==> src/rtl/bsg_dmc_clk_init_seq.sv <==
// bsg_dmc_clk_init_seq: walks the DMC clock/reset bring-up command list over a valid/yumi tag port (start_i, osc/ds/dly values in; cmd_v/id/data out, cmd_yumi_i in; busy_o, done_o status)
module bsg_dmc_clk_init_seq #(
  parameter int dq_group_p = 4,
  parameter int data_width_p = 16,
  parameter int settle_cycles_p = 64,
  parameter int lock_cycles_p = 1024,
  localparam int id_width_lp = $clog2(8+2*dq_group_p),
  localparam int max_cnt_lp = settle_cycles_p > lock_cycles_p ? settle_cycles_p : lock_cycles_p,
  localparam int cnt_width_lp = max_cnt_lp == 0 ? 1 : $clog2(max_cnt_lp+1),
  localparam int n_cmd_lp = 9+3*dq_group_p,
  localparam int step_width_lp = $clog2(n_cmd_lp)
) (
  input  logic                             clk_i,
  input  logic                             reset_i,
  input  logic                             start_i,
  input  logic [data_width_p-1:0]          osc_val_i,
  input  logic [data_width_p-1:0]          ds_val_i,
  input  logic [dq_group_p*data_width_p-1:0] dly_val_i,
  output logic                             cmd_v_o,
  output logic [id_width_lp-1:0]           cmd_id_o,
  output logic [data_width_p-1:0]          cmd_data_o,
  input  logic                             cmd_yumi_i,
  output logic                             busy_o,
  output logic                             done_o
);
  typedef enum logic [2:0] {IDLE, ISSUE, WAIT_SETTLE, WAIT_LOCK, DONE} state_e;
  localparam logic [step_width_lp-1:0] k4_lp = step_width_lp'(4);
  localparam logic [step_width_lp-1:0] last_lp = step_width_lp'(n_cmd_lp-1);
  state_e state_r;
  logic [step_width_lp-1:0] step_r, step_n;
  logic [cnt_width_lp-1:0] cnt_r;
  logic [data_width_p-1:0] osc_r;
  logic [data_width_p-2:0] ds_r;
  logic [dq_group_p*data_width_p-1:0] dly_r;
  logic unused_ds_msb;
  assign unused_ds_msb = ds_val_i[data_width_p-1];
  assign step_n = step_r + step_width_lp'(1);
  function automatic logic [id_width_lp+data_width_p-1:0] decode(input logic [step_width_lp-1:0] k);
    int id, j, g;
    logic [data_width_p-1:0] d;
    id = 4;
    d = '0;
    j = int'(k) - 8;
    g = j / 3;
    case (int'(k))
      0: begin id = 0; d[0] = 1'b1; end
      1: begin id = 1; d = osc_r; end
      2: begin id = 2; d[0] = 1'b1; end
      3: id = 2;
      4: id = 0;
      5: begin id = 3; d = {ds_r, 1'b1}; end
      6: begin id = 3; d = {ds_r, 1'b0}; end
      7: begin id = 4; d[0] = 1'b1; end
      default: if (int'(k) < n_cmd_lp-1) begin
        id = 8 + 2*g + (j % 3 != 0 ? 1 : 0);
        d = (j % 3 == 0) ? dly_r[g*data_width_p +: data_width_p] : data_width_p'(j % 3 == 1);
      end
    endcase
    return {id_width_lp'(id), d};
  endfunction
  always_ff @(posedge clk_i)
    if (reset_i) begin
      state_r <= IDLE;
      step_r <= '0;
      cnt_r <= '0;
      osc_r <= '0;
      ds_r <= '0;
      dly_r <= '0;
      cmd_v_o <= 1'b0;
      cmd_id_o <= '0;
      cmd_data_o <= '0;
      busy_o <= 1'b0;
      done_o <= 1'b0;
    end else case (state_r)
      IDLE, DONE: if (start_i) begin
        state_r <= ISSUE;
        step_r <= '0;
        osc_r <= osc_val_i;
        ds_r <= ds_val_i[data_width_p-2:0];
        dly_r <= dly_val_i;
        cmd_v_o <= 1'b1;
        {cmd_id_o, cmd_data_o} <= decode('0);
        busy_o <= 1'b1;
        done_o <= 1'b0;
      end
      ISSUE: if (cmd_yumi_i && cmd_v_o) begin
        step_r <= step_n;
        {cmd_id_o, cmd_data_o} <= decode(step_n);
        if (step_r == k4_lp || step_r == last_lp) begin
          cmd_v_o <= 1'b0;
          state_r <= step_r == k4_lp ? WAIT_SETTLE : WAIT_LOCK;
          cnt_r <= step_r == k4_lp ? cnt_width_lp'(settle_cycles_p) : cnt_width_lp'(lock_cycles_p);
        end
      end
      WAIT_SETTLE, WAIT_LOCK: if (cnt_r == '0) begin
        state_r <= state_r == WAIT_SETTLE ? ISSUE : DONE;
        cmd_v_o <= state_r == WAIT_SETTLE;
        busy_o <= state_r == WAIT_SETTLE;
        done_o <= state_r == WAIT_LOCK;
      end else cnt_r <= cnt_r - cnt_width_lp'(1);
      default: state_r <= IDLE;
    endcase
  assert property (@(posedge clk_i) disable iff (reset_i) cmd_yumi_i |-> cmd_v_o);
endmodule

==> config.mk <==
export PLATFORM = sky130hd
export DESIGN_NAME = bsg_dmc_clk_init_seq
export DESIGN_NICKNAME = d
export VERILOG_FILES = /design/src/rtl/bsg_dmc_clk_init_seq.sv
export SDC_FILE = /design/constraint.sdc
export NUM_CORES = 1
export LEC_CHECK = 0
export BUFFER_PORTS_ARGS = -buffer_cell sky130_fd_sc_hd__buf_2
export CELL_PAD_IN_SITES_DETAIL_PLACEMENT = 1
export CELL_PAD_IN_SITES_GLOBAL_PLACEMENT = 2
export CORE_ASPECT_RATIO = 0.8
export CORE_MARGIN = 4
export CORE_UTILIZATION = 35
export DETAILED_ROUTE_END_ITERATION = 6
export PLACE_DENSITY = 0.85
export SETUP_SLACK_MARGIN = 0.4
export SKIP_LAST_GASP = 1
export SLEW_MARGIN = 15
export SYNTH_ARGS = -nofsm -noshare
export SYNTH_HDL_FRONTEND = slang
export SYNTH_SLANG_ARGS = --single-unit
==> constraint.sdc <==
create_clock -name clk_i -period 10.1 [get_ports clk_i]
set_clock_uncertainty 0.2 [all_clocks]
set_input_delay 1.01 -clock clk_i [delete_from_list [all_inputs] [get_ports clk_i]]
set_output_delay 1.01 -clock clk_i [all_outputs]
set_load 0.005 [all_outputs]
==> results of run 1 <==
-- worst paths after layout --
kind                                from                           to  slack, ns  cells after the start
setup / recovery  step_r[0]$_SDFFE_PP0P_  cmd_data_o[15]$_SDFFE_PP0P_       2.61                     21
hold / removal    dly_r[46]$_SDFFE_PP0P_       dly_r[46]$_SDFFE_PP0P_       0.25                      2
setup reg to reg  step_r[0]$_SDFFE_PP0P_  cmd_data_o[15]$_SDFFE_PP0P_       2.61                     21
hold reg to reg   dly_r[46]$_SDFFE_PP0P_       dly_r[46]$_SDFFE_PP0P_       0.25                      2
-- placed cells by master (no fill, tap or decap), types with 13 or more instances in the layout --
master	n
a22oi_1	17
a21oi_1	122
inv_1	13
nor3_1	14
mux2i_1	25
nand2_1	258
o2111ai_1	15
o21ai_0	20
dfxtp_1	137
clkbuf_16	17
ha_1	13
buf_2	120
a31oi_1	23
nor2_1	45
mux2_2	18
-- per-layer routing --
metal  part of all wire [%]  vias to the layer above
met5                      0                        -
met4                   0.88                        0
met3                    3.9                       16
met2                     43                      129
met1                     53                     3201
li1                       -                     3350
-- flip-flops by register name, summed over array words and instances, names as in the netlist --
register    cells
dly_r          64
cmd_data_o     16
osc_r          16
ds_r           15
cnt_r          11
step_r          5
cmd_id_o        4
state_r         3
busy_o          1
cmd_v_o         1
done_o          1
-- stage by stage --
step,hold slack (ns),total power [mW],cell area (sq um),setup WS [ns]
2_1_floorplan,0.233,0.722,6960,3.71
3_3_place_gp,0.239,0.789,7700,2.89
3_5_place_dp,0.246,0.794,7700,2.74
4_1_cts,0.255,1.45,8300,2.70
5_1_grt,0.276,1.50,8300,1.90
6_report,0.253,1.43,8300,2.61
-- worst min-delay path, delay by kind of cell (launching register included) --
family | cells | cell delay [ns]
AO/OA/AOI/OAI | 1 | 0.05
flip-flops | 1 | 0.31
AND/OR/NAND/NOR | 1 | 0.05
-- cell type report --
type                            count  area share (%)
Tap cell                          258            3.89
Clock buffer                       21            5.30
Inverter                           13           0.588
Multi-Input combinational cell    699            47.1
Timing Repair Buffer              130            8.14
Sequential cell                   137            33.0
Clock inverter                     11            1.96
-- power breakdown --
| group | switching (mW) | internal (mW) |
|---|---|---|
| registers | 0.0153 | 0.568 |
| logic | 0.126 | 0.0720 |
| clock network | 0.258 | 0.394 |
-- logic make-up (layout without fill, tap and decap cells) --
kind of cell,Yosys count,after routing,synth area share (%)
simple gates,372,372,22.6
compound gates,256,256,22.7
flops,137,137,39.4
buf+inv,81,175,4.53
mux,43,43,6.51
xor+xnor,15,15,1.89
fa+ha+maj,13,13,2.34
==> flow_summary.ini, run 1 <==
[yosys]
syn_area_per_cell_sq_um = 7.59
ys_seq_elements = 137
synth_most_common_cell = nand2_1
synthArstFlopShare_pct = 0
ys_types = 63
synth_commonest_cells = nand2_1 (259), dfxtp_1 (137), a21oi_1 (122)
ys_seq_area_share_pct = 39.4
synth_ff_type = dfxtp_1
netlist.area_leader.share_pct = 39.4
yosysWarnings = 0
synth_nets = 1030
synth_edf_count = 0
netlist_area_sq_um = 6960
yosys.area.top_type = dfxtp_1
syn_inst = 917
synth_top_cells_by_area = dfxtp_1 (39%), nand2_1 (14%), a21oi_1 (8.8%)

[floorplanning]
dieArea_sq_um = 22200
rows = 45
pin_count = 123
die_x_microns = 166
core_sq_um = 19300
die_h_microns = 134
initial_core_util_pct = 36.1

[worst_hold_path]
hp-class = flip-flop to flip-flop

[timing]
slew_violations = 0
post-route-period-util_pct = 74.1
rsz0062_at_grt = no
tightest_slew_ns = 1.04
timing.fmax_mhz = 134
hold_viol_final = 0
layout_min_cycle_time_ns = 7.49
max-slew-margin-rel_pct = 30.8
final-setup-viol-count = 0
setup_tns_ns = 0

[global_route]
grt_util_all_layers_pct = 20.4
grt_use_met3_pct = 4.07
grt_pass1_wl_microns = 36700
grt_max_degree = 99
top_usage_layer = met1
antenna_found_initial = 0
overflow = 0
grt_pass1_vias = 6698
grtUsageMet1_pct = 31.0
met2_usage_pct = 30.1

[worst_setup_path]
arrival_ns = 7.63
critical_path_class = flip-flop to flip-flop
path_cells = ha_1, nand3_1, xnor2_1, inv_1, ha_1, inv_1, and4_1, o311ai_1, and2_1, ha_1, a311oi_1, xnor2_1, ha_1, a221oi_4, buf_4, ha_1, inv_1, o31a_1, nor4b_4, o2111ai_1, o21ai_0
critPathLaunchType = flip-flop
critical_path.max_stage_delay_ns = 0.82
cp_data_required_time_ns = 10.24
critPathMaxFanout = 36
crit_family = adder cells
critPathCaptureType = flip-flop
critPathMostFrequentCell = ha_1
worst_path_max_delay_cell = nor4b_4
path_buf_inv = 4

[pwr]
power_density_nw_per_um2 = 173
leakage_nw = 3.25
peakVddDrop_v = 0.0000984

[clocking]
clock_latency_ns = 0.42
htreeDepth = 4
clk_pin_slew_ns = 0.07
postCtsSetupBuffers = 0
clock_path_buffers = 2
tritoncts.num_buffers = 17
cts_tree = built
hold_buffers = 0
cts_root_buf = clkbuf_16
cts-resized-gates = 0
cts.sinks = 137

[final_layout]
post-route-util_pct = 43.1
multi_input_area_sq_um = 3910
drive_gt1_share_pct = 18.8
antenna_cells = 0
final_nets = 1111
synthToLayoutAreaGrowth_pct = 19.3
final_cells = 1269
num-fill-cells = 2410
ff_latch_area_sq_um = 2740

[detailed_routing]
drt-total-wl_microns = 22800
firstDrtPassIters = 4
drtAntennaViolNets = 0
drt-wirelength-per-cell_microns = 17.9
drc_errors = 0
vias_per_cell = 5.28
vias = 6696
drtIter0Drc = 445

[status]
status = complete, no violations

[placed_design]
portBuffers = 121
gp_congestion = 0.829
dp_hpwl_microns = 16200
dp_cells = 1237

[flow_run]
drv_cap = 0
(Power assumes the default switching activity.)
==> inputs of run 2 (changes only) <==
--- a/config.mk
+++ b/config.mk
@@ -5,14 +5,15 @@
 export SDC_FILE = /design/constraint.sdc
 export NUM_CORES = 1
 export LEC_CHECK = 0
+export ABC_AREA = 1
 export BUFFER_PORTS_ARGS = -buffer_cell sky130_fd_sc_hd__buf_2
 export CELL_PAD_IN_SITES_DETAIL_PLACEMENT = 1
 export CELL_PAD_IN_SITES_GLOBAL_PLACEMENT = 2
 export CORE_ASPECT_RATIO = 0.8
 export CORE_MARGIN = 4
-export CORE_UTILIZATION = 35
+export CORE_UTILIZATION = 28
 export DETAILED_ROUTE_END_ITERATION = 6
-export PLACE_DENSITY = 0.85
+export PLACE_DENSITY = 0.75
 export SETUP_SLACK_MARGIN = 0.4
 export SKIP_LAST_GASP = 1
 export SLEW_MARGIN = 15
==> constraint.sdc (replaced) <==
create_clock -name clk_i -period 6.4 [get_ports clk_i]
set_clock_uncertainty 0.2 [all_clocks]
set_input_delay 0.64 -clock clk_i [delete_from_list [all_inputs] [get_ports clk_i]]
set_output_delay 0.64 -clock clk_i [all_outputs]
set_load 0.005 [all_outputs]
==> run 2 against run 1 <==
Against the previous run:
- final area rose by 3.7%
- synthesized area rose by 2.4%
- critical path depth rose by 8
- non-clock buffer count rose by 7
- sequential power rose by 99%
- global-route usage fell by 3.5 points
- flip-flop and latch count did not move
- power rose to 2.7 times the previous value
- register-to-register slack got worse by 1.8 ns
- combinational power rose to 9.1 times the previous value
- clock-buffer cell count fell by 4
- synthesized cell count rose by 14%
- largest power group is now combinational cells
==> flow_summary.ini, run 2 <==
[global_route]
overflow = 0
grt_max_degree = 96
antenna_found_initial = 0
grt_pass1_wl_microns = 38100
grt_util_all_layers_pct = 16.9
grt_pass1_vias = 7058

[clocking]
cts.sinks = 137
clock_path_buffers = 2
clock_latency_ns = 0.42
cts_root_buf = clkbuf_16
clk_pin_slew_ns = 0.07
hold_buffers = 0
htreeDepth = 4
tritoncts.num_buffers = 17
cts_tree = built

[detailed_routing]
vias = 6988
drt-wirelength-per-cell_microns = 16.1
vias_per_cell = 4.74
drtIter0Drc = 361
drc_errors = 0
drtAntennaViolNets = 0
drt-total-wl_microns = 23800
firstDrtPassIters = 4

[yosys]
synth_commonest_cells = nor2_1 (237), o21ai_0 (143), dfxtp_1 (137), nand2_1 (137), a21oi_1 (98)
synthXorXnorAreaFrac_pct = 0.369
ys_seq_area_share_pct = 38.5
synth_compound_area_share_pct = 21.7
ys_seq_elements = 137
netlist_area_sq_um = 7130
synth_edf_count = 0
synth_top_cells_by_area = dfxtp_1 (38%), nor2_1 (12%), o21ai_0 (10%)
synth_most_common_cell = nor2_1
syn_area_per_cell_sq_um = 6.83
synth_top_family_by_area = simple AND/OR/NAND/NOR gates
synth_ff_type = dfxtp_1
synth-simple-area-share_pct = 29.1
ys_types = 42
netlist.area_leader.share_pct = 38.5
yosysWarnings = 0
syn_inst = 1044
synthAdderAreaFrac_pct = 2.28
synth_nets = 1157
yosys.area.top_type = dfxtp_1
synthMuxAreaShare_pct = 0
synthArstFlopShare_pct = 0

[floorplanning]
initial_core_util_pct = 28.9
pin_count = 123
die_x_microns = 186
dieArea_sq_um = 28100
rows = 51
core_sq_um = 24700
die_h_microns = 151

[worst_setup_path]
critPathCaptureType = flip-flop
reg2reg_slack_ns = 0.84
reg2regPathDepth = 29
crit_path_end = cmd_data_o[10]$_SDFFE_PP0P_
rr_endpoint = cmd_data_o[10]$_SDFFE_PP0P_
critical_path_class = flip-flop to flip-flop
critPathMostFrequentCell = nand2_1
critPathLaunchType = flip-flop
critPathMaxFanout = 18
critical_path.max_stage_delay_ns = 0.59
worstReg2RegStart = step_r[2]$_SDFFE_PP0P_
worst_path_max_delay_cell = dfxtp_1
arrival_ns = 5.72
cp-startpoint = step_r[2]$_SDFFE_PP0P_
cp_data_required_time_ns = 6.56

[placed_design]
preCtsSetupSlack_ns = 0.514
dp_hpwl_microns = 17000
gp_congestion = 0.785
portBuffers = 121

[worst_hold_path]
hp-class = primary input to flip-flop

[status]
status = complete, no violations

[final_layout]
synthToLayoutAreaGrowth_pct = 20.8
final_nets = 1255
drive_gt1_share_pct = 20.5
largest_reg_flops = 64
reg_top3 = dly_r (64), cmd_data_o (16), osc_r (16)
final_cell_mix = nor2_1 (236), o21ai_0 (143), nand2_1 (137)
top_register = dly_r
final_common_cell = nor2_1

[timing]
hold_viol_final = 0
setup_slack_ns = 0.839
layout_min_cycle_time_ns = 5.56
timing.fmax_mhz = 180
tightest_slew_ns = 0.881
post-route-period-util_pct = 86.9
setup_tns_ns = 0
slew_violations = 0
rsz0062_at_grt = no
max-slew-margin-rel_pct = 41.3
final-setup-viol-count = 0
hold_slack_ns = 0.227

[pwr]
power_density_nw_per_um2 = 455
combPwrFrac_pct = 46.2
total_power_mw = 3.92
p_switching_mw = 1.79
peakVddDrop_v = 0.000208
switching_share_pct = 45.8
pwr-share-seq_pct = 29.6
power_frac_clock_pct = 24.2
p_int_mw = 2.13
leakage_nw = 3.72

[flow_run]
drv_cap = 0
run 2: layout make-up:
class | count | area [sq um]
fill | 3109 | 16100
multi-input combinational | 762 | 3830
sequential | 137 | 2740
timing repair buffer | 137 | 751
clock buffer | 17 | 425
tap | 318 | 398
inverter | 87 | 329
clock inverter | 15 | 130
antenna | 1 | 2.50
run 2: what timing repair did:
action                     CTS  global route
setup endpoints to repair    0            17
resized for setup            0             4
setup buffers                0             6
run 2: how the worst min path moves through the flow:
stage | start | to | cells after the start
after floorplan | dly_r[16]$_SDFFE_PP0P_ | dly_r[16]$_SDFFE_PP0P_ | 2
after global placement | dly_r[21]$_SDFFE_PP0P_ | dly_r[21]$_SDFFE_PP0P_ | 2
after detailed placement | dly_r[16]$_SDFFE_PP0P_ | dly_r[16]$_SDFFE_PP0P_ | 2
after CTS | dly_val_i[56] | dly_r[56]$_SDFFE_PP0P_ | 3
after global routing | dly_val_i[60] | dly_r[60]$_SDFFE_PP0P_ | 3
final | dly_val_i[41] | dly_r[41]$_SDFFE_PP0P_ | 3
run 2: cell families after synthesis:
| group | Yosys count |
|---|---|
| adders and majority gates | 13 |
| buffers and inverters | 145 |
| AOI/OAI and AO/OA | 285 |
| DFF | 137 |
| xor gates and xnor gates | 3 |
| and+or+nand+nor | 461 |
run 2: power groups by stage:
stage                     clock network [mW]  registers (mW)  logic, mW
final                                  0.948            1.16       1.81
after global routing                    1.01            1.19       2.07
after CTS                              0.976            1.16       1.80
after detailed placement                   0            1.18       1.79
after global placement                     0            1.17       1.77
after floorplan                            0            1.15       1.29
run 2: critical path: cells and delay by family, from the launching register on:
kind / cells / cell delay [ns]
DFF: 1 / 0.59
and+or+nand+nor: 16 / 2.18
adders and majority gates: 4 / 0.95
buffers and inverters: 3 / 0.46
AOI/OAI and AO/OA: 6 / 1.10
run 2: layer usage:
| metal | GRT usage [%] | vias up | part of all wire [%] |
|---|---|---|---|
| met5 | 0 | - | 0 |
| met4 | 3.14 | 0 | 0.61 |
| met3 | 3.71 | 10 | 3.4 |
| met2 | 26.0 | 96 | 44 |
| met1 | 24.7 | 3257 | 52 |
| li1 | - | 3625 | - |
run 2: per-stage QoR:
stage / utilization, % / cell area, sq um / std cells
after detailed placement: 32.3 / 7970 / 1435
after global routing: 34.8 / 8600 / 1473
final: 34.9 / 8610 / 1474
after floorplan: - / 7130 / 1044
after CTS: 34.5 / 8520 / 1467
after global placement: 32.3 / 7970 / 1435
